File: src/rtl/rv_pipe_slice.sv
// rv_pipe_slice: valid/ready pipeline slice with flush and a saturating downstream-stall counter.
// Define RV_PIPE_SKID_EN for a 2-entry skid buffer with registered ready; otherwise a single register stage.
//   state | meaning
//   EMPTY | nothing held, o_ps_valid low
//   ONE   | head entry valid, skid slot free (skid build)
//   TWO   | head and skid entries valid, upstream held off (skid build)
//   FULL  | head entry valid (single-register build)
module rv_pipe_slice #(
  parameter int DW  = 64,
  parameter int CW  = 16,
  parameter int SCW = 16
) (
  input  logic           i_ps_clk,
  input  logic           i_ps_rst,
  input  logic           i_ps_flush,
  input  logic           i_ps_valid,
  output logic           o_ps_ready,
  input  logic [DW-1:0]  i_ps_data,
  input  logic [CW-1:0]  i_ps_ctrl,
  output logic           o_ps_valid,
  input  logic           i_ps_ready,
  output logic [DW-1:0]  o_ps_data,
  output logic [CW-1:0]  o_ps_ctrl,
  output logic [SCW-1:0] o_ps_stall_cnt
);

`ifdef RV_PIPE_SKID_EN
  typedef enum logic [1:0] {EMPTY = 2'd0, ONE = 2'd1, TWO = 2'd2} state_t;
`else
  typedef enum logic {EMPTY = 1'b0, FULL = 1'b1} state_t;
`endif

  state_t         state, state_nxt;
  logic           push, pop;
  logic [DW-1:0]  head_data;
  logic [CW-1:0]  head_ctrl;
  logic [SCW-1:0] stall_cnt;

  assign push = i_ps_valid & o_ps_ready & ~i_ps_flush;
  assign pop  = o_ps_valid & i_ps_ready;

  always_ff @(posedge i_ps_clk) begin
    if (i_ps_rst) state <= EMPTY;
    else          state <= state_nxt;
  end

  always_comb begin
    state_nxt = state;
    if (i_ps_flush) begin
      state_nxt = EMPTY;
    end else begin
      case (state)
`ifdef RV_PIPE_SKID_EN
        EMPTY:   if (push) state_nxt = ONE;
        ONE: begin
          if (push && !pop)      state_nxt = TWO;
          else if (pop && !push) state_nxt = EMPTY;
        end
        TWO:     if (pop) state_nxt = ONE;
        default: state_nxt = EMPTY;
`else
        EMPTY:   if (push) state_nxt = FULL;
        FULL:    if (pop && !push) state_nxt = EMPTY;
        default: state_nxt = EMPTY;
`endif
      endcase
    end
  end

`ifdef RV_PIPE_SKID_EN
  logic [DW-1:0] skid_data;
  logic [CW-1:0] skid_ctrl;
  logic          ready_q;

  // ready_q tracks the next state so upstream sees ready without any path from i_ps_ready.
  always_ff @(posedge i_ps_clk) begin
    if (i_ps_rst) begin
      head_data <= '0;
      head_ctrl <= '0;
      skid_data <= '0;
      skid_ctrl <= '0;
      ready_q   <= 1'b1;
    end else begin
      ready_q <= (state_nxt != TWO);
      if (i_ps_flush) begin
        head_data <= '0;
        head_ctrl <= '0;
        skid_data <= '0;
        skid_ctrl <= '0;
      end else if (push && (state == EMPTY || pop)) begin
        head_data <= i_ps_data;
        head_ctrl <= i_ps_ctrl;
      end else if (push) begin
        skid_data <= i_ps_data;
        skid_ctrl <= i_ps_ctrl;
      end else if (pop && state == TWO) begin
        head_data <= skid_data;
        head_ctrl <= skid_ctrl;
      end
    end
  end
`else
  always_ff @(posedge i_ps_clk) begin
    if (i_ps_rst || i_ps_flush) begin
      head_data <= '0;
      head_ctrl <= '0;
    end else if (push) begin
      head_data <= i_ps_data;
      head_ctrl <= i_ps_ctrl;
    end
  end
`endif

  always_ff @(posedge i_ps_clk) begin
    if (i_ps_rst)
      stall_cnt <= '0;
    else if (o_ps_valid && !i_ps_ready && !i_ps_flush && stall_cnt != '1)
      stall_cnt <= stall_cnt + SCW'(1);
  end

  always_comb begin
    o_ps_valid     = (state != EMPTY);
`ifdef RV_PIPE_SKID_EN
    o_ps_ready     = ready_q & ~i_ps_rst;
`else
    o_ps_ready     = ~i_ps_rst & ((state == EMPTY) | i_ps_ready);
`endif
    o_ps_data      = head_data;
    o_ps_ctrl      = head_ctrl;
    o_ps_stall_cnt = stall_cnt;
  end

endmodule

File: config.mk
export PLATFORM = sky130hd
export DESIGN_NAME = rv_pipe_slice
export DESIGN_NICKNAME = d
export VERILOG_FILES = /design/src/rtl/rv_pipe_slice.sv
export SDC_FILE = /design/constraint.sdc
export NUM_CORES = 1
export LEC_CHECK = 0
export CAP_MARGIN = 20
export CORE_UTILIZATION = 40
export DETAILED_ROUTE_END_ITERATION = 7
export PLACE_DENSITY = 0.87
export SYNTH_ARGS = -nofsm -noshare
export SYNTH_HDL_FRONTEND = slang
export SYNTH_SLANG_ARGS = --single-unit
File: constraint.sdc
create_clock -name i_ps_clk -period 1.8 [get_ports i_ps_clk]
set_input_delay 0.36 -clock i_ps_clk [delete_from_list [all_inputs] [get_ports i_ps_clk]]
set_output_delay 0.36 -clock i_ps_clk [all_outputs]
set_load 0.01 [all_outputs]
==> metrics.log <==
INFO  metric post_route_cells_drive_above_1_share = a little over a tenth
INFO  metric grt_use_total = 23.1%
INFO  metric timing.clock.skew = ~0.016 ns
INFO  metric drt-initial-drc-count = between 100 and 150
INFO  metric max_slew_margin = around two thirds
INFO  metric cts-buffers-inserted = 9
INFO  metric synth_top_cells_by_area = dfxtp_1 53%, nand2_1 17%, nand3_1 12%
INFO  metric startpoint = o_ps_stall_cnt[13]
INFO  metric yosysUniqueCellTypes = 33
INFO  metric antenna_cells = 0
INFO  metric clock.fmax = 542 MHz
INFO  metric rr_startpoint = o_ps_stall_cnt[13]
INFO  metric syn-num-nets = 541
INFO  metric post-synth-top-area-cell = dfxtp_1
INFO  metric cts.clk_slew.worst_paths = approximately 0.1 ns
INFO  metric synth.yosys.warnings = 0
INFO  metric reg2reg_slack = -0.04 ns
INFO  metric drtAntennaViolNets = 0
INFO  metric min_path_type = reg2reg
INFO  metric placementRows = 34
INFO  metric tritoncts = done
INFO  metric post-route-min-period = between 1.5 and 2 ns
INFO  metric crit-reg2reg-capture = o_ps_stall_cnt[15]
INFO  metric cp_data_required_time = approximately 2.1 ns
INFO  metric detail_route.vias_per_cell = 5.09
INFO  metric critical_path.slowest_cell = dfxtp_1
INFO  metric layout.cells.non_filler = roughly 760
INFO  metric last_weighted_congestion_value_of_the_routability_driven_placer = 0.902
INFO  metric max_cap_violations = 0
INFO  metric drt_drc_violations_left = 0
INFO  metric p_per_area = approximately 760 nW/µm²
INFO  metric cp_max_fo = 7
INFO  metric critical_path_cell_list = nand4_1 > nor4_4 > buf_4 > nor4_4 > mux2_1
INFO  metric routed-via-count = slightly below 4000
INFO  metric pin_count_of_the_biggest_net_entering_global_routing = 45
INFO  metric timing.final.hold_violations = 0
INFO  metric yosysSeqAreaShare = 53.4%
INFO  metric timing.critical_path.from_type = register
INFO  metric design.portCount = approximately 180
INFO  metric post-dp-hpwl = 7930 µm
INFO  metric postLayoutSetupSlackWorst = -0.0441 ns
INFO  metric clock_tree.htree_level_count = 3
INFO  metric cp-endpoint = o_ps_stall_cnt[15]
INFO  metric cts_buffer_depth = 2
INFO  metric die_y = just under 100 µm
INFO  metric critPathMaxStageDelay = roughly 0.47 ns
INFO  metric tritoncts_num_sinks = 97
INFO  metric finalSetupViolations = 3
INFO  metric number_of_search_and_repair_iterations_in_the_first_detailed_routing_pass = 4
INFO  metric netlist_area = ~3600 µm²
INFO  metric failed_checks = setup timing
INFO  metric synthCells = between 400 and 500
INFO  metric grt_pass1_vias = between 3000 and 4000
INFO  metric p_leak = 2.65 nW
INFO  metric synth_area_per_cell = ~8.0 µm²
INFO  metric floorplan.core_area = between 8000 and 9000 µm²
INFO  metric worstPathArrival = roughly 2.1 ns
INFO  metric syn2layout_area_growth = 67.8%
INFO  metric die_x = 97.3 µm
INFO  metric clkLatencyLatePin = around 0.35 ns
INFO  metric finalCritPeriodShare = 102%
INFO  metric wire_length_of_the_first_global_routing_pass = roughly 18000 µm
INFO  metric io_buffer_count = approximately 180
INFO  metric grt_antenna_before_repair = 0
INFO  metric nets = ~740
INFO  metric finalHoldWorstSlack = approximately 0.45 ns
INFO  metric timing.final.max_slew_violations = 0
INFO  metric critPathCaptureType = register
INFO  metric synth_top_area_share = a little over half
INFO  metric worst_r2r_path_depth = 5
INFO  metric initial_core_util = 41.5%
INFO  metric highest_ir_drop_seen_on_vdd = between 0.0004 and 0.0005 V
INFO  metric critical_path.most_common_cell = nor4_4
INFO  metric synth_seq_cells = 97
INFO  metric die_area = 9470 µm²
INFO  metric clock_root_cell = clkbuf_8
INFO  metric placedCellCount = between 700 and 800
INFO  metric wl_per_cell = 14.9 µm
INFO  metric crit_type = reg2reg
INFO  metric result_of_the_run = finished with violations
INFO  metric cts_hold_buf = 0
INFO  metric globalRoute.totalOverflow = 0
INFO  metric worstMarginPinSlew = 0.477 ns
INFO  metric drt-total-wl = around 11000 µm
[cells in the final DEF, fill, tap and decap left out, types with 2 or more instances in the layout]
cell	count
nand4_1	4
nor4_4	2
dfxtp_2	5
nand2_1	165
mux2_1	2
nor4_1	3
nor3_1	2
buf_4	31
clkdlybuf4s50_1	177
nor4_2	2
bufinv_16	4
mux2i_1	2
dfxtp_1	91
or3_1	3
nor2b_1	3
nand3_2	2
dlymetal6s2s_1	4
o31ai_1	6
nor2_1	7
nand3_1	85
o21ai_0	6
or4_1	6
clkbuf_8	10
a21oi_1	10
buf_12	3
and3_1	2
[routing by layer]
layer / routed length, µm / global-route usage, % / up-vias
met3: 911 / 7.63 / 27
met4: 258 / 7.69 / 0
met2: 5720 / 40.1 / 170
met1: 4490 / 26.8 / 1780
met5: 0 / 0 / -
li1: - / - / 1909
[cells in the mapped netlist]
cell	instances
nand2_1	165
dfxtp_1	97
nand3_1	86
clkbuf_1	28
a21oi_1	10
nor2_1	8
nor4_1	6
o21ai_0	6
o31ai_1	6
or4_1	6
nand4_1	4
nor2b_1	4
and3_1	3
or3_1	3
buf_2	2
mux2_1	2
mux2i_1	2
nor3_1	2
and2_1	1
and4_1	1
and4bb_2	1
buf_4	1
ha_1	1
inv_1	1
mux2_2	1
nand2b_1	1
nand3_2	1
nand4_2	1
nand4_4	1
nor4_2	1
o21a_1	1
or3b_1	1
or3b_2	1
[layout make-up]
| type | instances | area (µm²) |
|---|---|---|
| clock buffer | 10 | 138 |
| tap | 108 | 135 |
| timing repair buffer | 216 | 2120 |
| multi-input combinational | 326 | 1620 |
| fill | 680 | 2660 |
| inverter | 1 | 3.75 |
| clock inverter | 5 | 128 |
| sequential | 97 | 1950 |
[critical path: cells and delay by family, from the launching register on]
kind	cells	cell delay, ns
buffers and inverters	1	0.22
flip-flops	1	0.47
multiplexers	1	0.32
AND/OR/NAND/NOR	3	0.73
[timing repair]
item,CTS,global route
endpoints found under the setup margin,3,19
pin swaps,0,2
endpoints found under the hold margin,0,0
gates resized for setup,4,16
buffers inserted,0,6
[worst min path at each step]
stage	startpoint	cells after the start	endpoint	slack, ns
after detailed placement	o_ps_data[33]	2	o_ps_data[33]	0.44
after global routing	o_ps_data[48]	2	o_ps_data[48]	0.48
after CTS	o_ps_data[42]	2	o_ps_data[42]	0.46
after global placement	o_ps_data[34]	2	o_ps_data[34]	0.44
final	o_ps_data[42]	2	o_ps_data[42]	0.45
after floorplan	i_ps_ctrl[0]	2	o_ps_ctrl[0]	0.46
[where the power goes]
part	internal, W	total [W]	switching, W
combinational	0.000327	0.000541	0.000214
clock	0.00109	0.00183	0.000739
sequential	0.00221	0.00225	0.0000362
total	0.00363	0.00462	0.000989
[state kept, by name, indices dropped and copies added, names as in the netlist]
| name | count |
|---|---|
| o_ps_valid | 1 |
| o_ps_data | 64 |
| o_ps_ctrl | 16 |
| o_ps_stall_cnt | 16 |
[through the flow]
step / power [W] / setup slack (ns) / utilization, % / TNS (ns) / cell area, µm²
final: 0.00462 / -0.0441 / 69.6 / -0.0639 / 6100
after global routing: 0.00479 / -0.0622 / 69.6 / -0.206 / 6100
after CTS: 0.00465 / 0.00679 / 68.3 / 0 / 5990
after detailed placement: 0.00285 / -0.376 / 65.2 / -7.81 / 5720
after global placement: 0.00283 / -0.308 / 65.2 / -4.33 / 5720
after floorplan: 0.00246 / 0.119 / - / 0 / 3630
[cell families (layout without fill, tap and decap cells)]
| group | after synthesis | after routing | share of synthesized area (%) |
|---|---|---|---|
| flip-flops | 97 | 97 | 53.4 |
| multiplexers | 5 | 5 | 1.48 |
| AO/OA/AOI/OAI | 23 | 23 | 3.65 |
| AND/OR/NAND/NOR | 297 | 297 | 37.6 |
| buffers and inverters | 32 | 232 | 3.48 |
| adder cells (fa/ha/maj) | 1 | 1 | 0.344 |
Note: power is estimated with default switching activity, not from simulation.
==> RTL change 1, RTL diff (same settings) <==
`SCW`: 16 -> 32.
--- a/src/rtl/rv_pipe_slice.sv
+++ b/src/rtl/rv_pipe_slice.sv
@@ -8,7 +8,7 @@
 module rv_pipe_slice #(
   parameter int DW  = 64,
   parameter int CW  = 16,
-  parameter int SCW = 16
+  parameter int SCW = 32
 ) (
   input  logic           i_ps_clk,
   input  logic           i_ps_rst,
Interface: changed (resized o_ps_stall_cnt); port bits go from 183 to 199. No check against the original RTL was run, so the function may have changed too.
==> RTL change 1 against the original RTL <==
The flow still finishes with violations (setup timing). Die area up 20%. Cell area up 33%. Synthesized cell count up 21%. Sequential cell count up 16. Setup slack worse by 0.34 ns. First-iteration DRC count rose to 2.8 times the old value. Routed wire length up 49%. Hold slack worse by 0.072 ns. Power up 37%. Synthesized area up 20%. Critical path depth up 1. Largest power group is now the clock network.
==> RTL change 1: results (changes against the original RTL) <==
| Metric | Value |
|---|---|
| Status | `complete, but fails checks` |
| Failing checks | `setup timing` |
| Final worst slack | `-0.380 ns (-0.336 ns)` |
| Slew HR | `0.745 (+0.0628)` |
| Gr usage total | `0.293 (+0.0615)` |
| Final setup viols | `31 (+28)` |
| FF-to-FF Start | `o_ps_stall_cnt[1]` |
| Crit path capture | `o_ps_stall_cnt[30]` |
| First-pass GRT wire length | `25.8 mm (+44%)` |
| Largest net degree at the start of global routing | `47 (+4.4%)` |
| Drt first pass iters | `6 (+2)` |
| Clock Skew | `0.00758 ns (-0.00833 ns)` |
| Clock-pin transition on the worst setup and hold timing paths | `0.05 ns (-0.05 ns)` |
| R2R depth | `6 (+1)` |
| GPL Wtd Cong | `0.861 (-4.5%)` |
| Syn Nets | `637 (+18%)` |
| Min-delay worst type | `input pin to flip-flop` |
| GRT overflow | `0 (unchanged)` |
| Slowest CP cell | `or4b_4` |
| Top post-synthesis cells by count | `170 x nand2_1, 113 x dfxtp_1, 93 x nand3_1` |
| Top cells by area, synth | `dfxtp_1 52%, nand2_1 15%, nand3_1 11%` |
| Leak Pwr | `4.07 nW (+54%)` |
| Final setup TNS | `-8.39 ns (-8.33 ns)` |
| Crit path DAT | `2.62 ns (+0.52 ns)` |
| Nets | `907 (+23%)` |
| Post-DP HPWL | `10.6 mm (+34%)` |
| Iter 0 DRT Violations | `415 (+180%)` |
| Clk_lat worst skew | `0.51 ns (+0.16 ns)` |
| Vias/cell | `5.48 (+7.7%)` |
| Vias in the first global route | `5338 (+42%)` |
| Worst path max stage delay | `0.50 ns (+0.03 ns)` |
| Port bufs | `198 (+8.8%)` |
| Fraction of layout cells with a size suffix above 1 | `0.214 (+0.107)` |
-- RTL change 1: cell count changes after synthesis, sizes merged, moves of 4 or more --
cell / unedited run / this run
dfxtp: 97 / 113
o21ai: 6 / 12
nor2: 8 / 24
or3: 3 / 13
nand3: 87 / 93
xnor2: 0 / 6
a21oi: 10 / 20
nand2: 165 / 170
buf: 3 / 8
nand4: 6 / 10
-- RTL change 1: logic make-up after synthesis --
kind of cell	Yosys count	share of synthesized area
AOI/OAI and AO/OA	49	0.0668
xor gates and xnor gates	9	0.0181
adders and majority gates	1	0.00286
buffers and inverters	38	0.0347
DFF	113	0.518
muxes	3	0.00745
and+or+nand+nor	338	0.352
-- RTL change 1: timing repair --
action                                  in CTS  in global routing
setup buffers                                7                  7
endpoints found under the setup margin      71                 63
resized for setup                           85                 66
pin swaps                                   18                 26
-- RTL change 1: how the worst min path moves through the flow --
stage | slack, ns | cells past startpoint | endpoint
global placement | 0.44 | 2 | o_ps_data[7]
finish | 0.38 | 3 | o_ps_data[26]
detailed placement | 0.45 | 2 | o_ps_ctrl[15]
global route | 0.37 | 3 | o_ps_data[45]
CTS | 0.36 | 3 | o_ps_data[26]
floorplan | 0.46 | 2 | o_ps_ctrl[0]
-- RTL change 1: layout make-up --
class / count / area, sq um
clock buffer: 25 / 515
clock inverter: 4 / 47.5
fill: 710 / 2360
inverter: 4 / 15.0
multi-input combinational: 400 / 2300
sequential: 113 / 2270
tap: 136 / 170
timing repair buffer: 285 / 2790
-- RTL change 1: power by group --
part / internal (mW) / switching [mW]
logic: 0.330 / 0.239
registers: 2.57 / 0.0364
clock network: 2.07 / 1.09
-- RTL change 1: metal layers --
layer  GRT usage  share of wire  wire length, um  vias up
met4       0.167          0.058              988        0
met2       0.513           0.50             8490      339
li1            -              -                -     2409
met5           0              0                0        -
met1       0.310           0.36             6070     2462
met3      0.0901          0.083             1400       93
-- RTL change 1: metrics by stage --
stage / power (mW) / hold WS, ns / utilization / worst slack [ns] / instances
finish: 6.34 / 0.382 / 0.775 / -0.380 / 967
CTS: 6.39 / 0.358 / 0.753 / -0.314 / 964
global route: 6.54 / 0.373 / 0.775 / -0.435 / 967
global placement: 3.21 / 0.441 / 0.679 / -0.708 / 929
detailed placement: 3.23 / 0.447 / 0.679 / -0.761 / 929
floorplan: 2.82 / 0.459 / - / -0.368 / 551
-- RTL change 1: worst min-delay path, stage by stage --
cell and delay (ns):
clkdlybuf4s50_1 0.39, nand2_1 0.05, nand2_1 0.04
==> RTL change 2, RTL diff (same flow settings) <==
Without the edit above. Put a register stage on the output `o_ps_stall_cnt`, cleared by the reset. The value now appears one clock later. The other outputs are not delayed to match.
--- a/src/rtl/rv_pipe_slice.sv
+++ b/src/rtl/rv_pipe_slice.sv
@@ -23,6 +23,8 @@
   output logic [CW-1:0]  o_ps_ctrl,
   output logic [SCW-1:0] o_ps_stall_cnt
 );
+
+  logic [SCW-1:0] o_ps_stall_cnt_d;
 
 `ifdef RV_PIPE_SKID_EN
   typedef enum logic [1:0] {EMPTY = 2'd0, ONE = 2'd1, TWO = 2'd2} state_t;
@@ -127,7 +129,15 @@
 `endif
     o_ps_data      = head_data;
     o_ps_ctrl      = head_ctrl;
-    o_ps_stall_cnt = stall_cnt;
+    o_ps_stall_cnt_d = stall_cnt;
+  end
+
+  always_ff @(posedge i_ps_clk) begin
+    if (i_ps_rst) begin
+      o_ps_stall_cnt <= '0;
+    end else begin
+      o_ps_stall_cnt <= o_ps_stall_cnt_d;
+    end
   end
 
 endmodule
Formal check against the unedited RTL: not equivalent (Yosys sat finds a counterexample within 4 cycles, from zero or initial values and one cycle with i_ps_rst high).
==> RTL change 2 against the original RTL <==
Core utilization is 0.083 points lower. Global-route usage shrank 1.2 points. Setup slack better by 0.063 ns. Die area increased by 11%. Cell area increased by 11%. Critical path depth decreased by 4. Sequential share of layout area is 1.3 points higher. First-iteration DRC count up 1.4%. Synthesized cell count is 5.7% higher. Sequential cell count increased by 16. Power rose by 36%. Synthesized area is 11% higher. Routed wire length rose by 2.9%. Critical path type is now flip-flop to primary output.
==> RTL change 2: results (changes against the original RTL) <==
| Metric | Value |
|---|---|
| Status | `finished, final reports clean` |
| Top post-synthesis cells by count | `163 x nand2_1, 113 x dfxtp_1, 86 x nand3_1` |
| Worst path max stage delay | `0.57 ns (+0.10 ns)` |
| Seq/Total Area, Yosys | `0.560 (+0.0253)` |
| Nets | `759 (+3.0%)` |
| Hold EP | `o_ps_data[27]` |
| Worst-Margin Slew | `0.339 ns (-0.138 ns)` |
| Root Driver | `clkbuf_8` |
| Fraction of layout cells with a size suffix above 1 | `0.104 (-0.00307)` |
| Clock-pin transition on the worst setup and hold timing paths | `0.05 ns (-0.05 ns)` |
| R2R depth | `7 (+2)` |
| Iter 0 DRT Violations | `148 (+1.4%)` |
| CTS HTree Levels | `4 (+1)` |
| TritonCTS buffer count | `17 (+8)` |
| Switching share of power | `0.207 (-0.00701)` |
| Gr usage total | `0.220 (-0.0117)` |
| Hold Crit Depth | `3 (+1)` |
| Clk_lat worst skew | `0.50 ns (+0.15 ns)` |
| Ys flop type | `dfxtp_1` |
| Initial antenna violation count | `0 (unchanged)` |
| Syn Nets | `567 (+4.8%)` |
| First-pass GRT wire length | `17.7 mm (-0.85%)` |
| Worst Hold Launch | `i_ps_data[27]` |
| Yosys cell types | `38 (+15%)` |
| WHS | `0.388 ns (-0.0665 ns)` |
| Clock Skew | `0.00745 ns (-0.00846 ns)` |
| M1 GR Usage | `0.233 (-0.0357)` |
| Post-DP HPWL | `8.03 mm (+1.3%)` |
| Reg2Reg Setup Slack | `0.06 ns (+0.10 ns)` |
| R2R Path End | `o_ps_stall_cnt_d[11]` |
| Top cells by area, synth | `dfxtp_1 56%, nand2_1 15%, nand3_1 11%` |
| Slowest CP cell | `clkdlybuf4s50_1` |
| Max reg flops | `64 (unchanged)` |
| Top Family by Delay on Critical Path | `buffers and inverters` |
| Asr flop ratio synth | `0 (unchanged)` |
| Largest net degree at the start of global routing | `60 (+33%)` |
| Busiest metal layer after global routing | `met2` |
| Clk buf depth | `2 (unchanged)` |
| Worst slack, placed | `-0.303 ns (+0.0726 ns)` |
| GPL Wtd Cong | `0.812 (-10%)` |
| WL per Instance | `14.3 um (-3.9%)` |
| FF-to-FF Start | `o_ps_stall_cnt_d[1]` |
| Number of fill cells | `730 (+7.4%)` |
| Met3 GRT Util | `0.0807 (+0.00442)` |
| Ys Warns | `0 (unchanged)` |
| Leak Pwr | `3.35 nW (+27%)` |
| Vias in the first global route | `3998 (+6.4%)` |
| Max FO, Critical Path | `2 (-5)` |
| Min-delay worst type | `input pin to flip-flop` |
| Grt met2 use | `0.378 (-0.0224)` |
| Port bufs | `182 (unchanged)` |
| Vias/cell | `4.94 (-3.1%)` |
| Antenna Cells | `0 (unchanged)` |
| Peak supply drop | `0.558 mV (+21%)` |
| Drt first pass iters | `4 (unchanged)` |
| Crit path DAT | `1.42 ns (-0.68 ns)` |
[RTL change 2: cell count changes in the layout (fill, tap and decap cells not counted), sizes merged, moves of 4 or more]
cell / change
a211oi: +5
nor4: -4
clkbuf: +14
a21oi: -4
buf: -11
clkinv: +4
dfxtp: +16
mux2: +6
nor2: +4
o21ai: -5
clkdlybuf4s50: -25
dlymetal6s2s: +24
nor2b: +12
[RTL change 2: what timing repair did]
item                       CTS  global route
hold buffers                 0             0
pin swaps                    1             1
setup endpoints to repair    3            42
gates resized for setup      3            33
setup buffers                0             1
[RTL change 2: worst reg2reg max path, stage by stage (launching register included)]
cell and delay, ns:
dfxtp_1 0.33, ha_2 0.20, nand4_1 0.14, nor4_4 0.06, buf_4 0.16, buf_4 0.16
or4_1 0.46, a21oi_1 0.16
[RTL change 2: per-stage QoR]
| step | instance area, sq um | std cells |
|---|---|---|
| global route | 6800 | 817 |
| finish | 6800 | 817 |
| CTS | 6690 | 816 |
| floorplan | 4040 | 481 |
| detailed placement | 6130 | 786 |
| global placement | 6130 | 786 |
[RTL change 2: cell type report]
class | instances | area, sq um | area share
sequential | 113 | 2260 | 0.333
timing repair buffer | 205 | 2110 | 0.311
multi-input combinational | 333 | 1680 | 0.248
clock buffer | 24 | 480 | 0.0707
tap | 133 | 166 | 0.0245
clock inverter | 6 | 80.1 | 0.0118
inverter | 3 | 11.3 | 0.00166
[RTL change 2: power groups by stage]
stage / registers (mW) / logic (mW) / clock network [mW]
2_1_floorplan: 2.69 / 0.130 / 0
3_3_place_gp: 2.66 / 0.541 / 0
3_5_place_dp: 2.66 / 0.554 / 0
4_1_cts: 2.61 / 0.556 / 3.19
5_1_grt: 2.62 / 0.588 / 3.32
6_report: 2.61 / 0.550 / 3.13
[RTL change 2: cells by family (layout without fill, tap and decap cells)]
group / count (synthesis) / after routing / share of synthesized area
flops: 113 / 113 / 0.560
simple gates: 303 / 303 / 0.344
compound gates: 20 / 20 / 0.0340
mux: 9 / 9 / 0.0251
fa+ha+maj: 1 / 1 / 0.00309
buf+inv: 35 / 238 / 0.0340
[RTL change 2: worst max path at each step]
stage | from | slack (ns) | endpoint
after detailed placement | i_ps_flush | -0.30 | o_ps_stall_cnt_d[15]
after floorplan | o_ps_stall_cnt_d[0] | 0.08 | o_ps_stall_cnt_d[4]
after global routing | o_ps_data[13] | -0.02 | o_ps_data[13]
after global placement | i_ps_flush | -0.25 | o_ps_stall_cnt_d[15]
after CTS | o_ps_data[42] | 0.001 | o_ps_data[42]
final | o_ps_data[13] | 0.02 | o_ps_data[13]
[RTL change 2: per-layer routing]
| layer | routed length (um) | up-vias |
|---|---|---|
| li1 | - | 1979 |
| met1 | 4510 | 1876 |
| met2 | 6040 | 147 |
| met3 | 819 | 32 |
| met4 | 345 | 0 |
| met5 | 0 | - |
